[config.mk]
export PLATFORM = sky130hd
export DESIGN_NAME = seg14_scan_capture
export DESIGN_NICKNAME = d
export VERILOG_FILES = /design/src/rtl/seg14_scan_capture.sv
export SDC_FILE = /design/constraint.sdc
export NUM_CORES = 1
export LEC_CHECK = 0
export BUFFER_PORTS_ARGS = -buffer_cell sky130_fd_sc_hd__buf_2
export CAP_MARGIN = 25
export CORE_MARGIN = 5
export CORE_UTILIZATION = 55
export DETAILED_ROUTE_END_ITERATION = 10
export GPL_TIMING_DRIVEN = 0
export HOLD_SLACK_MARGIN = 0.12
export PLACE_DENSITY_LB_ADDON = 0.05
export SYNTH_ARGS = -nofsm -noshare
export SYNTH_HDL_FRONTEND = slang
export SYNTH_SLANG_ARGS = --single-unit
[constraint.sdc]
create_clock -name clk -period 14.4 [get_ports clk]
set_clock_uncertainty 0.2 [all_clocks]
set_input_delay 2.88 -clock clk [delete_from_list [all_inputs] [get_ports clk]]
set_output_delay 2.88 -clock clk [all_outputs]
set_load 0.005 [all_outputs]
[src/rtl/seg14_scan_capture.sv]
// Snoops a 12-digit multiplexed 14-segment display bus, checks scan order and
// decodes each glyph to ASCII; every complete in-order scan lands in a readable frame buffer.
module seg14_scan_capture #(
    parameter int          NDIG     = 12,
    parameter logic [7:0]  UNK_CHAR = 8'h3F
) (
    input  logic            clk,
    input  logic            rst,
    input  logic [NDIG-1:0] sel,
    input  logic [13:0]     segm,
    input  logic [3:0]      rd_addr,
    output logic [7:0]      rd_char,
    output logic            frame_valid,
    output logic [7:0]      frame_cnt,
    output logic            locked,
    output logic            err_seq,
    output logic            err_onehot,
    output logic            err_glyph
);

    // state | meaning
    // HUNT  | waiting for digit 0 to start a capture
    // CAP   | capturing; exp_dig is the next digit due (1..11)
    typedef enum logic {HUNT, CAP} state_t;

    localparam logic [3:0] LAST = 4'(NDIG - 1);

    state_t      state, state_n;
    logic [3:0]  exp_dig, exp_dig_n;

    logic [NDIG-1:0] sel_q;
    logic [13:0]     segm_q;
    logic [7:0]      shadow [NDIG];
    logic [7:0]      fbuf   [NDIG];

    logic [7:0] code;
    logic       glyph_ok;
    logic [3:0] dig;
    logic       sel_zero, sel_multi, sel_one;
    logic       wr_shadow, do_commit, seq_err, onehot_err, glyph_err;

    always_comb begin
        code     = UNK_CHAR;
        glyph_ok = 1'b1;
        case (segm_q)
            14'b11101111000000: code = 8'h41;
            14'b10011110000000: code = 8'h45;
            14'b10111101000000: code = 8'h47;
            14'b00011100000000: code = 8'h4C;
            14'b01101100100100: code = 8'h4E;
            14'b11111100000000: code = 8'h4F;
            14'b10010000001001: code = 8'h5A;
            14'b00000000000000: code = 8'h20;
            14'b11111100001001: code = 8'h30;
            14'b01100000001000: code = 8'h31;
            14'b11011011000000: code = 8'h32;
            14'b11110001000000: code = 8'h33;
            14'b01100111000000: code = 8'h34;
            14'b10110111000000: code = 8'h35;
            14'b10111111000000: code = 8'h36;
            14'b11100000000000: code = 8'h37;
            14'b11111111000000: code = 8'h38;
            14'b11110111000000: code = 8'h39;
            default:            glyph_ok = 1'b0;
        endcase
    end

    always_comb begin
        dig = '0;
        for (int k = 0; k < NDIG; k++)
            if (sel_q[k]) dig = 4'(k);
    end

    assign sel_zero  = (sel_q == '0);
    assign sel_multi = ($countones(sel_q) > 1);
    assign sel_one   = !sel_zero && !sel_multi;

    always_ff @(posedge clk) begin
        if (rst) begin
            state   <= HUNT;
            exp_dig <= '0;
        end else begin
            state   <= state_n;
            exp_dig <= exp_dig_n;
        end
    end

    always_comb begin
        state_n   = state;
        exp_dig_n = exp_dig;
        if (sel_multi) begin
            state_n = HUNT;
        end else if (sel_one) begin
            case (state)
                HUNT: begin
                    if (dig == 4'd0) begin
                        state_n   = CAP;
                        exp_dig_n = 4'd1;
                    end
                end
                CAP: begin
                    if (dig == exp_dig) begin
                        if (dig == LAST) state_n = HUNT;
                        else             exp_dig_n = exp_dig + 4'd1;
                    end else if (dig == exp_dig - 4'd1) begin
                        state_n = CAP;
                    end else if (dig == 4'd0) begin
                        exp_dig_n = 4'd1;
                    end else begin
                        state_n = HUNT;
                    end
                end
                default: state_n = HUNT;
            endcase
        end
    end

    always_comb begin
        wr_shadow  = 1'b0;
        do_commit  = 1'b0;
        seq_err    = 1'b0;
        onehot_err = 1'b0;
        glyph_err  = 1'b0;
        if (sel_multi) begin
            onehot_err = 1'b1;
        end else if (sel_one) begin
            case (state)
                HUNT: begin
                    if (dig == 4'd0) begin
                        wr_shadow = 1'b1;
                        glyph_err = !glyph_ok;
                    end
                end
                CAP: begin
                    glyph_err = !glyph_ok;
                    if (dig == exp_dig) begin
                        wr_shadow = 1'b1;
                        do_commit = (dig == LAST);
                    end else if (dig == exp_dig - 4'd1) begin
                        wr_shadow = 1'b1;
                    end else begin
                        seq_err   = 1'b1;
                        wr_shadow = (dig == 4'd0);
                    end
                end
                default: ;
            endcase
        end
    end

    // The last digit's code bypasses the shadow so a commit and the next
    // scan's digit 0 can land on back-to-back edges.
    always_ff @(posedge clk) begin
        if (rst) begin
            sel_q       <= '0;
            segm_q      <= '0;
            rd_char     <= '0;
            frame_valid <= 1'b0;
            frame_cnt   <= '0;
            locked      <= 1'b0;
            err_seq     <= 1'b0;
            err_onehot  <= 1'b0;
            err_glyph   <= 1'b0;
            for (int i = 0; i < NDIG; i++) begin
                shadow[i] <= 8'h20;
                fbuf[i]   <= 8'h20;
            end
        end else begin
            sel_q  <= sel;
            segm_q <= segm;
            if (wr_shadow) shadow[dig] <= code;
            if (do_commit) begin
                for (int i = 0; i < NDIG; i++)
                    fbuf[i] <= (i == NDIG - 1) ? code : shadow[i];
                frame_cnt <= frame_cnt + 8'd1;
            end
            frame_valid <= do_commit;
            err_seq     <= seq_err;
            err_onehot  <= onehot_err;
            err_glyph   <= glyph_err;
            if (do_commit)                    locked <= 1'b1;
            else if (seq_err || onehot_err)   locked <= 1'b0;
            rd_char <= (rd_addr < 4'(NDIG)) ? fbuf[rd_addr] : 8'h00;
        end
    end

endmodule

* Word level (Yosys, flattened, before mapping)
Memory sizes are Yosys's and may differ from the RTL's. A register that Yosys moved wholly into a read port is not among the register bits. Index checks and enable logic that the tools add are counted.
Storage, ports and cells: RAM bits 180, bits in read-only memories 0, memories 2, latch bits 0, register bits 44
Operators by class: multiplexer cells 65, divide/modulo/power cells 0, reduce and logical (&&, ||, !) cells 15, $add $sub $neg 14, magnitude comparators 2, multipliers 0, shift operators 0, equal/unequal tests 22, bitwise logic cells 16
Memories:
- fbuf | words 12, width 8, rd ports 1, clocked after Yosys merged registers in 1, write ports 12, RTL line 34 | logic [7:0] fbuf [NDIG];
- shadow | words 12, width 7, rd ports 11, clocked after Yosys merged registers in 0, write ports 12, RTL line 33 | logic [7:0] shadow [NDIG];
Operator list (number):
- 14-bit equality test (second input constant) | 13
- 7-bit one-hot mux with 18 select lines | 1
- 8-bit two-way mux | 12
- 4-bit two-way mux | 15
- 14-bit by 13-bit equality test with 1-bit output (second input constant) | 3
- 1-bit two-way mux | 32
- 18-bit OR reduction | 1
- 14-bit by 11-bit equality test with 1-bit output (second input constant) | 1
- 14-bit zero test | 1
- 1-bit by 1-bit adder with 2-bit output | 6
- 12-bit zero test | 1
- 1-bit OR | 12
- 2-bit by 2-bit adder with 3-bit output | 3
- 8-bit by 1-bit adder with 8-bit output (second input constant) | 1
- 4-bit equality test | 2
- 4-bit one-hot mux with 2 select lines | 1
- 7-bit two-way mux | 1
- 7-bit OR reduction | 1
- 3-bit != test (second input constant) | 2
- 1-bit one-hot mux with 2 select lines | 3
- 4-bit by 3-bit adder with 5-bit output | 1
- 5-bit by 1-bit > comparator with 1-bit output (second input constant) | 1
- 3-bit by 3-bit adder with 4-bit output | 1
- 4-bit by 1-bit adder with 4-bit output (second input constant) | 1
- other kinds (12) | 18

* Logic depth before layout (Yosys ltp)
word-level depth 22, mapped depth 16, mapped depth without buffers 15

* Least setup slack after synthesis
No wires, ideal clock.
path type register to register, start point register sel_q[5], end point memory fbuf[0][0], enable pin, setup time 457 ps, cell stages (with the launch flop) 15, path slack 7721 ps, data arrival time 6022 ps, path buffers 1, cell sequence dfxtp_1 inv_1 fa_1 fa_1 fa_1 fa_1 inv_1 ha_1 fa_1 nor4_1 a31o_2 and3_1 nand4_1 clkbuf_1 nand2b_1
RTL lines:
- from (decl) | RTL line 31 | logic [NDIG-1:0] sel_q;
- from (signal assigned) | RTL line 169 | sel_q <= sel;
- to (decl) | RTL line 34

==> flow_summary.yaml <==
pwr:
  static-leakage-power_nw: 4.00
  clockPowerShare_pct: 40.0
  ir_worst_vdd_uv: 76.9
  power_frac_seq_pct: 51.4
  power.combinational.fraction_pct: 8.6
  total_switching_power_mw: 0.305
  power_density_nw_per_um2: 122
  internal_power_mw: 1.03
  switching_part_of_the_total_power_pct: 22.9
floorplan:
  floorplan.die.width_um: 143
  die_height_um: 143
  design.die.area_um2: 20400
  rows: 48
  initial_core_util_pct: 56.1
  core_area_um2: 17300
  design.portCount: 53
clocking:
  post_cts_resize_count: 0
  cts_inserted_buffers: 23
  setup_repair_bufs_after_cts: 0
  cts_tree: "yes"
  cts.clk_slew.worst_paths_ns: 0.06
  clock_tree.root_cell: "clkbuf_16"
  ctsLongestPathBuffers: 3
  cts.htree.levels: 1
  worstSkewPairLatency_ns: 0.49
  clock-sinks: 212
  cts.hold.buffers_added: 0
timing:
  fin_setup_tns_ns: 0
  report.final.setup_viol: 0
  report.final.slew_viol_count: 0
  fin_worst_hold_slack_ns: 0.296
  slew_headroom_pct: 38.3
  layout_setup_ws_ns: 8.21
  timing.final.crit_period_ns: 6.19
  transition_time_of_the_tightest_slew_check_pin_ns: 0.924
  timing.final.hold_violations: 0
  max_freq_ghz: 0.162
  rsz0062_at_grt: "false"
  post-route-period-util_pct: 43.0
yosys:
  syn_inst: 786
  synth.cell_area_um2: 9700
  post_synth_num_cell_types: 73
  synth-seq-area-share_pct: 60.4
  synth_most_common_cell: "edfxtp_1"
  syn-mean-instance-area_um2: 12.3
  async_flop_share_pct: 0
  yosys.area.top_type_share_pct: 49.9
  number_of_synthesized_flops_with_an_enable_pin: 161
  synth_area_leader_cell: "edfxtp_1"
  synth_commonest_cells: "edfxtp_1 (161), nor2_1 (76), and2_1 (62), dfxtp_1 (51)"
  synth.top_cells.by_area: "edfxtp_1 (50%), dfxtp_1 (11%), mux4_2 (4.9%), and2_1 (4.0%), nor2_1 (2.9%)"
  ys_seq_elements: 212
  synthesis.nets: 833
  dominantRegCellSynth: "edfxtp_1"
  ys.warnings.count: 0
critical_path:
  worst_ep_arrival_time_ns: 6.11
  critical_path.max_fanout: 8
  critical_path.startpoint_type: "flop"
  crit_path_end_kind: "flop"
  required_arrival_time_at_the_worst_endpoint_ns: 14.32
  setup.worst_path.class: "reg2reg"
finish:
  num_antenna_cells: 0
  post_route_cells_drive_above_1_share_pct: 18.2
  final_area_um2: 11000
  flow.area_growth_from_synthesis_pct: 13.0
  layout.nets: 909
flow_run:
  drv.max_cap_violation_count: 0
detailed_routing:
  postRouteAntennaNets: 0
  remaining_drc_errors: 0
  vias_per_inst: 5.70
  initialDrtViolationCount: 527
  routed_wl_um: 20900
  drt-pass1-iter-count: 4
  detailroute.via_count: 6290
  detail_route.wl_per_cell_um: 18.9
place:
  place_worst_setup_slack_ns: 8.27
  dp_hpwl_um: 15400
  place.gp.congestion: 0.865
  placedInstanceArea_um2: 10300
  portBuffers: 49
global_route:
  grt_max_degree: 69
  grtUsageTotal_pct: 21.1
  wire_length_of_the_first_global_routing_pass_um: 33800
  grt_antenna_before_repair: 0
  grt_overflow: 0
  via_count_of_the_first_global_routing_pass: 6184
min_path:
  timing.hold.worst.class: "reg2reg"
status:
  outcome: "finished clean"
[worst paths after layout]
kind | startpoint | endpoint | slack, ns | cells after the start
setup / recovery | sel_q[5] | shadow[7][2] | 8.21 | 15
hold / removal | shadow[0][5] | fbuf[0][5] | 0.30 | 1
setup reg to reg | sel_q[5] | shadow[7][2] | 8.21 | 15
hold reg to reg | shadow[0][5] | fbuf[0][5] | 0.30 | 1
[layout make-up]
type | count | area [µm²]
well taps | 225 | 282
clock inverters | 11 | 66.3
multi-input cells | 498 | 3530
repair buffers | 51 | 284
plain buffers | 50 | 215
inverters | 26 | 97.6
flip-flops and latches | 212 | 5860
fillers | 1366 | 6340
clock buffers | 30 | 626
[logic make-up (layout without fill, tap and decap cells)]
kind of cell               count (synthesis)  in the layout  synth area share [%]
and+or+nand+nor                          372            372                  21.9
adders and majority gates                 15             15                  2.48
muxes                                     33             33                  6.13
DFF                                      212            212                  60.4
buffers and inverters                     76            168                  3.23
other                                      1              1                0.0387
AOI/OAI and AO/OA                         73             73                  5.43
xor gates and xnor gates                   4              4                 0.439
[stage by stage]
| stage | util (%) | power [mW] | cells |
|---|---|---|---|
| 6_report | 63.4 | 1.33 | 1103 |
| 3_3_place_gp | 59.1 | 0.810 | 1060 |
| 3_5_place_dp | 59.3 | 0.814 | 1061 |
| 5_1_grt | 63.4 | 1.39 | 1103 |
| 2_1_floorplan | - | 0.777 | 786 |
| 4_1_cts | 63.3 | 1.35 | 1102 |
[worst max-delay path, cell delays in order (launching register included)]
cell	delay, ns
dfxtp_1	0.44
inv_1	0.11
fa_1	0.56
fa_1	0.42
fa_1	0.46
fa_1	0.49
inv_1	0.04
ha_1	0.20
fa_1	0.45
nor4_1	0.31
a31o_2	0.23
and2_1	0.21
nand2b_1	0.15
or4_1	0.49
clkbuf_1	0.25
o21bai_1	0.79
[metal layers]
layer | vias up | track usage [%] | wire length [µm]
met5 | - | 0 | 0
met2 | 201 | 34.9 | 10100
met4 | 0 | 5.70 | 550
met3 | 42 | 2.91 | 1160
met1 | 3030 | 29.6 | 9100
li1 | 3017 | - | -
[power by group through the flow]
| stage | Clock, mW | Combinational [mW] | Sequential [mW] |
|---|---|---|---|
| 2_1_floorplan | 0 | 0.0804 | 0.697 |
| 3_3_place_gp | 0 | 0.111 | 0.699 |
| 3_5_place_dp | 0 | 0.115 | 0.699 |
| 4_1_cts | 0.544 | 0.115 | 0.686 |
| 5_1_grt | 0.571 | 0.129 | 0.688 |
| 6_report | 0.534 | 0.114 | 0.686 |
[cell usage in the layout (no fill, tap or decap), types with 4 or more instances in the layout]
cell and instances:
edfxtp_1 161, nor2_1 76, and2_1 62, buf_2 58, dfxtp_1 51, nor3_1 41, nor2b_1 41, clkbuf_1 38
inv_1 26, nand2_1 26, clkbuf_16 23, mux4_2 21, o21ai_0 19, nor4_1 16, a21oi_1 16, or3_1 16
nand3_1 14, nand2b_1 13, mux2i_1 11, or2_2 9, ha_1 8, nor3b_1 7, nand4_1 7, or4_1 7
fa_1 7, and3_1 6, o21bai_1 5, or3_2 4, buf_4 4, nand3b_1 4
[state kept, by name (all words and copies together) (netlist names)]
signal	cells
rd_char	7
err_seq	1
frame_cnt	8
locked	1
segm_q	14
sel_q	12
exp_dig	4
err_onehot	1
err_glyph	1
fbuf	84
frame_valid	1
shadow	77
state	1
No activity file was read; power rests on OpenSTA's default activity.
